File: config.mk
export PLATFORM = sky130hd
export DESIGN_NAME = output_port_rr
export DESIGN_NICKNAME = d
export VERILOG_FILES = /design/src/rtl/output_port_rr.sv
export SDC_FILE = /design/constraint.sdc
export NUM_CORES = 1
export LEC_CHECK = 0
export CAP_MARGIN = 20
export CORE_UTILIZATION = 30
export CTS_CLUSTER_DIAMETER = 120
export DETAILED_ROUTE_END_ITERATION = 8
export GPL_TIMING_DRIVEN = 0
export SYNTH_ARGS = -nofsm -noshare
export SYNTH_HDL_FRONTEND = slang
export SYNTH_SLANG_ARGS = --single-unit
export TNS_END_PERCENT = 5
File: constraint.sdc
create_clock -name clk -period 3.4 [get_ports clk]
set_clock_uncertainty 0.2 [all_clocks]
set_input_delay 0.68 -clock clk [delete_from_list [all_inputs] [get_ports clk]]
set_output_delay 0.68 -clock clk [all_outputs]
set_load 0.01 [all_outputs]
File: src/rtl/output_port_rr.sv
// output_port_rr: router output port with round-robin arbitration over matching inputs and an output FIFO.
// Define OUTPUT_PORT_WORMHOLE_EN to hold a grant from a packet's head flit through its tail flit.
module output_port_rr #(
    parameter int NUM_INPUTS   = 4,
    parameter int FLIT_WIDTH   = 32,
    parameter int ADDR_WIDTH   = 2,
    parameter int PORT_ADDRESS = 0,
    parameter int FIFO_DEPTH   = 4
) (
    input  logic                                            clk,
    input  logic                                            reset,
    input  logic [NUM_INPUTS*(ADDR_WIDTH+1+FLIT_WIDTH)-1:0] in_data,
    input  logic [NUM_INPUTS-1:0]                           in_valid,
    output logic [NUM_INPUTS-1:0]                           in_block,
    output logic [FLIT_WIDTH:0]                             out_data,
    output logic                                            out_valid,
    input  logic                                            out_ready
);
    localparam int W     = ADDR_WIDTH + 1 + FLIT_WIDTH;
    localparam int IDX_W = $clog2(NUM_INPUTS);
    localparam int PTR_W = $clog2(FIFO_DEPTH);
    localparam int CNT_W = PTR_W + 1;

    logic [NUM_INPUTS-1:0] req;
    logic [FLIT_WIDTH:0]   flit [NUM_INPUTS];

    for (genvar g = 0; g < NUM_INPUTS; g++) begin : g_chan
        assign req[g]  = in_valid[g] &&
                         (in_data[g*W + FLIT_WIDTH + 1 +: ADDR_WIDTH] == ADDR_WIDTH'(PORT_ADDRESS));
        assign flit[g] = in_data[g*W +: FLIT_WIDTH + 1];
    end

    logic [FLIT_WIDTH:0] mem [FIFO_DEPTH];
    logic [PTR_W-1:0]    rd_ptr;
    logic [PTR_W-1:0]    wr_ptr;
    logic [CNT_W-1:0]    count;
    logic [IDX_W-1:0]    last_grant;
    logic [IDX_W-1:0]    rr_winner;
    logic                rr_found;
    logic [IDX_W-1:0]    push_idx;
    logic                push;
    logic                pop;
    logic                space;

    assign out_valid = (count != '0);
    assign pop       = out_valid && out_ready;
    // A full FIFO still accepts a flit when its head leaves in the same cycle.
    assign space     = (count < CNT_W'(FIFO_DEPTH)) || pop;

    always_comb begin
        rr_found  = 1'b0;
        rr_winner = '0;
        for (int k = 1; k <= NUM_INPUTS; k++) begin
            if (!rr_found && req[(int'(last_grant) + k) % NUM_INPUTS]) begin
                rr_found  = 1'b1;
                rr_winner = IDX_W'((int'(last_grant) + k) % NUM_INPUTS);
            end
        end
    end

`ifdef OUTPUT_PORT_WORMHOLE_EN
    typedef enum logic {ST_IDLE, ST_LOCKED} state_t;
    state_t           state;
    state_t           state_nxt;
    logic [IDX_W-1:0] owner;
    logic [IDX_W-1:0] owner_nxt;

    always_ff @(posedge clk) begin
        if (reset) begin
            state <= ST_IDLE;
        end else begin
            state <= state_nxt;
        end
        owner <= owner_nxt;
    end

    always_comb begin
        state_nxt = state;
        owner_nxt = owner;
        case (state)
            ST_IDLE: begin
                if (push && !flit[push_idx][FLIT_WIDTH]) begin
                    state_nxt = ST_LOCKED;
                    owner_nxt = push_idx;
                end
            end
            ST_LOCKED: begin
                if (push && flit[push_idx][FLIT_WIDTH]) begin
                    state_nxt = ST_IDLE;
                end
            end
            default: state_nxt = ST_IDLE;
        endcase
    end

    // While locked only the packet owner may move; an idle owner keeps the lock.
    always_comb begin
        push     = 1'b0;
        push_idx = (state == ST_LOCKED) ? owner : rr_winner;
        if (!reset && space) begin
            if (state == ST_LOCKED) begin
                push = req[owner];
            end else begin
                push = rr_found;
            end
        end
    end
`else
    always_comb begin
        push_idx = rr_winner;
        push     = !reset && space && rr_found;
    end
`endif

    always_comb begin
        in_block = req;
        if (push) begin
            in_block[push_idx] = 1'b0;
        end
    end

    always_ff @(posedge clk) begin
        if (reset) begin
            rd_ptr     <= '0;
            wr_ptr     <= '0;
            count      <= '0;
            last_grant <= IDX_W'(NUM_INPUTS - 1);
        end else begin
            if (push) begin
                wr_ptr     <= wr_ptr + PTR_W'(1);
                last_grant <= push_idx;
            end
            if (pop) begin
                rd_ptr <= rd_ptr + PTR_W'(1);
            end
            if (push && !pop) begin
                count <= count + CNT_W'(1);
            end else if (pop && !push) begin
                count <= count - CNT_W'(1);
            end
        end
    end

    always_ff @(posedge clk) begin
        if (push) begin
            mem[wr_ptr] <= flit[push_idx];
        end
    end

    assign out_data = out_valid ? mem[rd_ptr] : '0;

endmodule

==> flow_summary.yaml <==
run_status:
  status: "complete, no violations"
timing:
  setup_viol: 0
  layout_min_cycle_time_ns: 3.33
  layout_setup_ws_ns: 0.0736
  finalCritPeriodShare_pct: 97.8
  worst_pin_slew_ns: 0.546
  hold_viol_final: 0
  hold-worst-slack_ns: 0.340
  grt_setup_unrepaired: "no"
  slew_violations: 0
  max_slew_margin_pct: 62.5
  max_clock_freq_ghz: 0.301
cts:
  cts_sinks: 143
  cts_tree: "done"
  numCtsBuffers: 17
  cts_max_level: 4
  clock_path_buffers: 2
  postCtsHoldBufs: 0
  clk_pin_slew_ns: 0.06
  clock_latency_ns: 0.41
  cts_root_buffer: "clkbuf_16"
logic_synthesis:
  yosys_warnings: 0
  synthesis.nets: 554
  syn_area_um2: 6830
  async_flop_share_pct: 0
  postSynthAreaPerCell_um2: 17.0
  synth_edf_count: 132
  synthDistinctLibCells: 36
  syn-instance-count: 401
  synth_seq_cells: 143
  ys_seq_area_share_pct: 61.2
  synth_ff_type: "edfxtp_1"
global_route:
  grt_first_pass_wirelength_um: 25700
  grt_pass1_vias: 4638
  grt_overflow: 0
  antenna_found_initial: 0
  grtUsageTotal_pct: 14.8
  grt_max_degree: 19
critical_path:
  start_kind: "input pin"
  cp.depth: 8
  critical_path_required_ns: 2.52
  timing.rr.start: "last_grant[0]"
  crit_family: "buffers and inverters"
  startpoint: "in_valid[3]"
  r2r_slack_ns: 0.65
  path_buf_inv: 3
  r2r-end: "mem[0][6]"
  arrival_ns: 2.45
  path_class: "input pin to output pin"
  reg2reg_depth: 8
  worst_path_largest_cell_delay_ns: 0.46
  end_kind: "output pin"
  crit_slowest_cell: "clkdlybuf4s50_1"
  crit_fanout: 17
  critical_path.cell_chain: "clkdlybuf4s50_1 > or3b_4 > a21oi_2 > o21ai_1 > and3_4 > buf_8 > a31oi_4 > buf_2"
finish:
  area_growth_syn_to_layout_pct: 43.2
  stdcell_count: 902
  num_antenna_cells: 0
  drive_gt1_share_pct: 18.0
  final_nets: 762
power:
  sw_frac_of_total_pct: 27.2
  intPower_mw: 4.17
  share_comb_of_total_power_pct: 31.6
  ir_drop_mv: 0.326
  power.density_nw_per_um2: 585
  power.share.clock_pct: 31.2
  seq_power_share_pct: 37.3
  p_leak_nw: 3.42
  total_power_mw: 5.72
  p_sw_mw: 1.56
routing:
  vias_per_cell: 4.70
  ant_nets: 0
  dr_total_vias: 4243
  drtIter0Drc: 160
  route.detailed.drc: 0
  drt_wl_total_um: 16500
  drtPass1Iterations: 4
  wire_per_inst_um: 18.3
floorplanning:
  dieHeight_um: 153
  core_area_um2: 22100
  rows: 54
  dieArea_um2: 23400
  ios: 185
  start_util_pct: 30.9
  die_x_um: 153
placement:
  io_buffers: 184
  post-place-ws_ns: -0.687
  gp_congestion: 0.693
  hpwlAfterDp_um: 11800
  placedCellCount: 869
min_path:
  hp-class: "flop to flop"
  holdPathStages: 2
  min_from: "rd_ptr[1]"
  whs_endpoint: "rd_ptr[1]"
run:
  cap_violations: 0
## cells in the final DEF, fill, tap and decap left out, types with 8 or more instances in the layout
cell type | Yosys | layout
clkbuf_16 | 0 | 17
clkdlybuf4s50_1 | 0 | 177
buf_4 | 0 | 8
nor2_1 | 11 | 9
dfxtp_1 | 11 | 10
edfxtp_1 | 132 | 132
mux4_2 | 33 | 33
and2_1 | 37 | 33
mux2i_1 | 100 | 100
## cell usage after synthesis, types with 4 or more instances
cell type | instances | area [um2]
ha_1 | 5 | 62.6
nand3_1 | 4 | 20.0
buf_12 | 5 | 100
edfxtp_1 | 132 | 3960
mux2i_1 | 100 | 1000
dfxtp_1 | 11 | 220
nor2_1 | 11 | 41.3
clkbuf_1 | 11 | 41.3
mux4_2 | 33 | 743
xor2_1 | 4 | 35.0
nand2_1 | 4 | 15.0
a31oi_1 | 4 | 25.0
buf_6 | 5 | 56.3
inv_1 | 4 | 15.0
and2_1 | 37 | 231
## final cells by class
class                      instances  area [um2]
inverter                           4        15.0
sequential                       143        4190
buffer                            23         241
clock buffer                      19         433
tap                              280         350
multi-input combinational        228        2460
timing repair buffer             192        1970
clock inverter                    13         139
fill                            1989       12300
## per-stage QoR
step	instance area [um2]	TNS [ns]	utilization (%)
after floorplan	6830	0	-
after global placement	9030	-150.18	40.9
after detailed placement	9140	-45.03	41.4
after CTS	9740	-0.0556	44.1
after global routing	9790	0	44.3
final	9790	0	44.3
## worst reg2reg max path: cells and delay by family (launching register included)
family / cells / cell delay (ns)
AO/OA/AOI/OAI: 1 / 0.15
buffers and inverters: 3 / 0.49
flip-flops: 1 / 0.34
multiplexers: 2 / 0.57
AND/OR/NAND/NOR: 2 / 0.73
## worst max-delay path by stage
stage,slack [ns],end
2_1_floorplan,0.24,count[2]
3_3_place_gp,-1.13,mem[1][20]
3_5_place_dp,-0.69,in_block[2]
4_1_cts,-0.06,in_block[2]
5_1_grt,0.0003,out_data[16]
6_report,0.07,in_block[2]
## power by group through the flow
| stage | Sequential [mW] | Clock [mW] | Combinational, mW |
|---|---|---|---|
| global route | 2.14 | 1.90 | 1.97 |
| CTS | 2.13 | 1.81 | 1.86 |
| detailed placement | 2.16 | 0 | 1.85 |
| finish | 2.13 | 1.78 | 1.81 |
| floorplan | 2.15 | 0 | 0.951 |
| global placement | 2.15 | 0 | 1.80 |
## routing by layer
layer  share of wire (%)  global-route usage (%)  wire, um  vias up
met5                   0                       0         0        -
met1                  41                    17.2      6760     2078
met2                  51                    26.0      8360      156
met4                 1.2                    4.81       196        0
li1                    -                       -         -     1996
met3                 7.1                    4.68      1170       13
## what timing repair did
action                                  4_1_cts  5_1_grt
endpoints found under the setup margin       35       16
resized for setup                            34       15
pin swaps                                     2        2
buffers inserted                              1        3
## state kept, by name, indices dropped and copies added, names as in the netlist, named ones only
signal,flops
last_grant,2
count,3
wr_ptr,2
rd_ptr,2
mem,132
## cell families (layout without fill, tap and decap cells)
logic type,Yosys count,after routing,share of synthesized area (%)
xor+xnor,5,5,0.641
flops,143,143,61.2
fa+ha+maj,6,6,1.21
buf+inv,30,251,3.77
simple gates,67,67,5.95
compound gates,17,17,1.68
mux,133,133,25.5
Note: power is estimated with default switching activity, not from simulation.
==> patch (same settings) <==
The option `OUTPUT_PORT_WORMHOLE_EN` is turned on by a define.
--- a/src/rtl/output_port_rr.sv
+++ b/src/rtl/output_port_rr.sv
@@ -2,2 +2,4 @@
 // Define OUTPUT_PORT_WORMHOLE_EN to hold a grant from a packet's head flit through its tail flit.
+`define OUTPUT_PORT_WORMHOLE_EN
+
 module output_port_rr #(
Function: not settled (the Yosys comparison gave no result); the edit may change what the design does.
==> patch against the original RTL <==
- the run now ends with setup timing left
- combinational power grew 77%
- count of clock-buffer cells in the layout shrank 2
- cell count grew 4.4%
- setup slack lost 0.13 ns
- routed wire length grew 6.3%
- sequential cell count grew 3
- non-clock buffer count grew 8
- core utilization shrank 0.22 points
- power grew 30%
- clock power shrank 4%
- hold slack lost 0.029 ns
- final area grew 2.3%
- sequential power grew 18%
- area after synthesis grew 2.0%
- critical path type unchanged
- critical endpoint unchanged
- largest cell class unchanged
==> patch: results (changes against the original RTL) <==
- H-tree Lvls: 4 (unchanged)
- RR Endpoint: mem[3][24] (was mem[0][6])
- CP peak stage delay: 0.53 ns (was 0.46 ns)
- First-pass detailed-route iteration total: 4 (unchanged)
- Fin. max-slew vios: 0 (unchanged)
- Netlist cell types: 43 (was 36)
- Post-synth EDFFs: 134 (was 132)
- Slowest cell on the critical path: or4b_4 (was clkdlybuf4s50_1)
- Failing checks: setup timing
- LEAKAGE: 3.461 nW (was 3.419 nW)
- Hold path start: count[2] (was rd_ptr[1])
- TritonCTS Buffers: 17 (unchanged)
- Layout cell share with drive strength beyond 1: 20.24% (was 18.01%)
- Average wire per standard cell: 18.58 um (was 18.27 um)
- Final Non-Filler Cells: 942 (was 902)
- Root Buffer Master: clkbuf_16 (unchanged)
- Commonest cells post-synth: 134 x edfxtp_1, 97 x mux2i_1, 41 x and2_1 (was 132 x edfxtp_1, 100 x mux2i_1, 37 x and2_1)
- ANT cells: 0 (unchanged)
- Maximum VDD drop: 0.0004464 V (was 0.0003264 V)
- Endpoints failing setup: 2 (was 0)
- Max FO, Critical Path: 3 (was 17)
- Syn. warnings: 0 (unchanged)
- R2r startpoint: last_grant[1] (was last_grant[0])
- Xor/xnor cell area share of the yosys netlist: 0.6281% (was 0.6408%)
- Hold depth: 2 (unchanged)
- Hold Crit Class: reg2reg (unchanged)
- Detailed placer's ending HPWL: 12,510 um (was 11,840 um)
- Clk slew on worst S/H paths: 0.06 ns (about the same)
- Pre-CTS setup slack: -1.021 ns (was -0.6870 ns)
- R2R cell count: 8 (unchanged)
- Placed insts: 902 (was 869)
- Final Wtd Congestion: 0.8065 (was 0.6931)
- Fin Hold WS: 0.3113 ns (was 0.3401 ns)
- Initial antenna violation count: 0 (unchanged)
- Asr flop ratio synth: 0% (unchanged)
- Status: finished, violations left (was finished, final reports clean)
- Register-to-register setup slack: 0.23 ns (was 0.65 ns)
- Worst path arrival time: 2.58 ns (was 2.45 ns)
- Fraction of the mapped netlist area in adder cells: 1.184% (was 1.208%)
- Syn nets: 582 (was 554)
- Seq/Total Area, Yosys: 61.16% (was 61.22%)
- Post-synthesis compound-gate area fraction: 3.123% (was 1.684%)
- First-pass GRT wire length: 26,810 um (was 25,740 um)
- 1st-iter DRT viols: 230 (was 160)
- Post-Syn Instances: 429 (was 401)
- Synth top area cells: edfxtp_1 58%, mux2i_1 14%, mux4_2 11% (was edfxtp_1 58%, mux2i_1 15%, mux4_2 11%)
- Top Registers: mem (132), count (3) (unchanged)
- Multiplexer share of the synthesized area: 24.91% (was 25.52%)
- Port-buffer cells: 184 (unchanged)
- Final Worst Setup Slack: -0.06077 ns (was 0.07359 ns)
- DR vias/cell: 4.804 (was 4.704)
- Pin count of the biggest net entering global routing: 18 (was 19)
- Endpoint, Worst Hold: count[2] (was rd_ptr[1])
- Rel. slew slack: 37.80% (was 62.53%)
- Count of nets after finishing: 798 (was 762)
- All-Layer GR Usage: 15.38% (was 14.84%)
- Max Buffers Root-to-Sink: 2 (unchanged)
- Vias in the first global route: 4,958 (was 4,638)
-- patch: worst max-delay path by stage --
stage | from | end | slack, ns | cells past startpoint
finish | in_data[69] | in_block[2] | -0.06 | 9
global placement | in_valid[3] | mem[0][18] | -1.20 | 7
floorplan | in_data[139] | count[2] | 0.13 | 11
detailed placement | in_data[69] | in_block[2] | -1.02 | 9
global route | in_data[69] | in_block[2] | -0.09 | 9
CTS | in_data[69] | in_block[2] | -0.004 | 9
-- patch: timing repair --
action                     CTS  global route
resized for setup           80             5
pin swaps                   12             1
setup endpoints to repair  107            25
buffers inserted            12             0
-- patch: layout make-up --
| type | instances | area [um^2] |
|---|---|---|
| tap | 285 | 356.6 |
| multi-input combinational | 250 | 2665 |
| inverter | 7 | 28.78 |
| clock buffer | 17 | 425.4 |
| timing repair buffer | 200 | 2012 |
| buffer | 23 | 141.4 |
| fill | 2045 | 12700 |
| sequential | 146 | 4265 |
| clock inverter | 14 | 116.4 |
-- patch: stage by stage --
stage | TNS, ns | cell area [um^2]
final | -0.08090 | 10010
after global routing | -0.1993 | 10010
after CTS | -0.004209 | 10010
after detailed placement | -117.37 | 9290
after global placement | -232.45 | 9175
after floorplan | 0 | 6977
-- patch: where the power goes --
group / internal, mW / switching (mW) / total, mW
combinational: 1.63 / 1.58 / 3.21
clock: 0.995 / 0.705 / 1.70
sequential: 2.42 / 0.0900 / 2.51
total: 5.04 / 2.38 / 7.42
-- patch: routing by layer --
metal  GRT usage (%)  wire [um]  vias up
li1                -          -     2124
met1           18.13       7145     2235
met2           27.06       9167      135
met3           3.502        827       31
met4           6.223        366        0
met5               0          0        -
-- patch: critical path, delay by kind of cell --
| kind | cells | cell delay, ns |
|---|---|---|
| compound gates | 4 | 0.79 |
| buf+inv | 4 | 0.59 |
| simple gates | 1 | 0.53 |
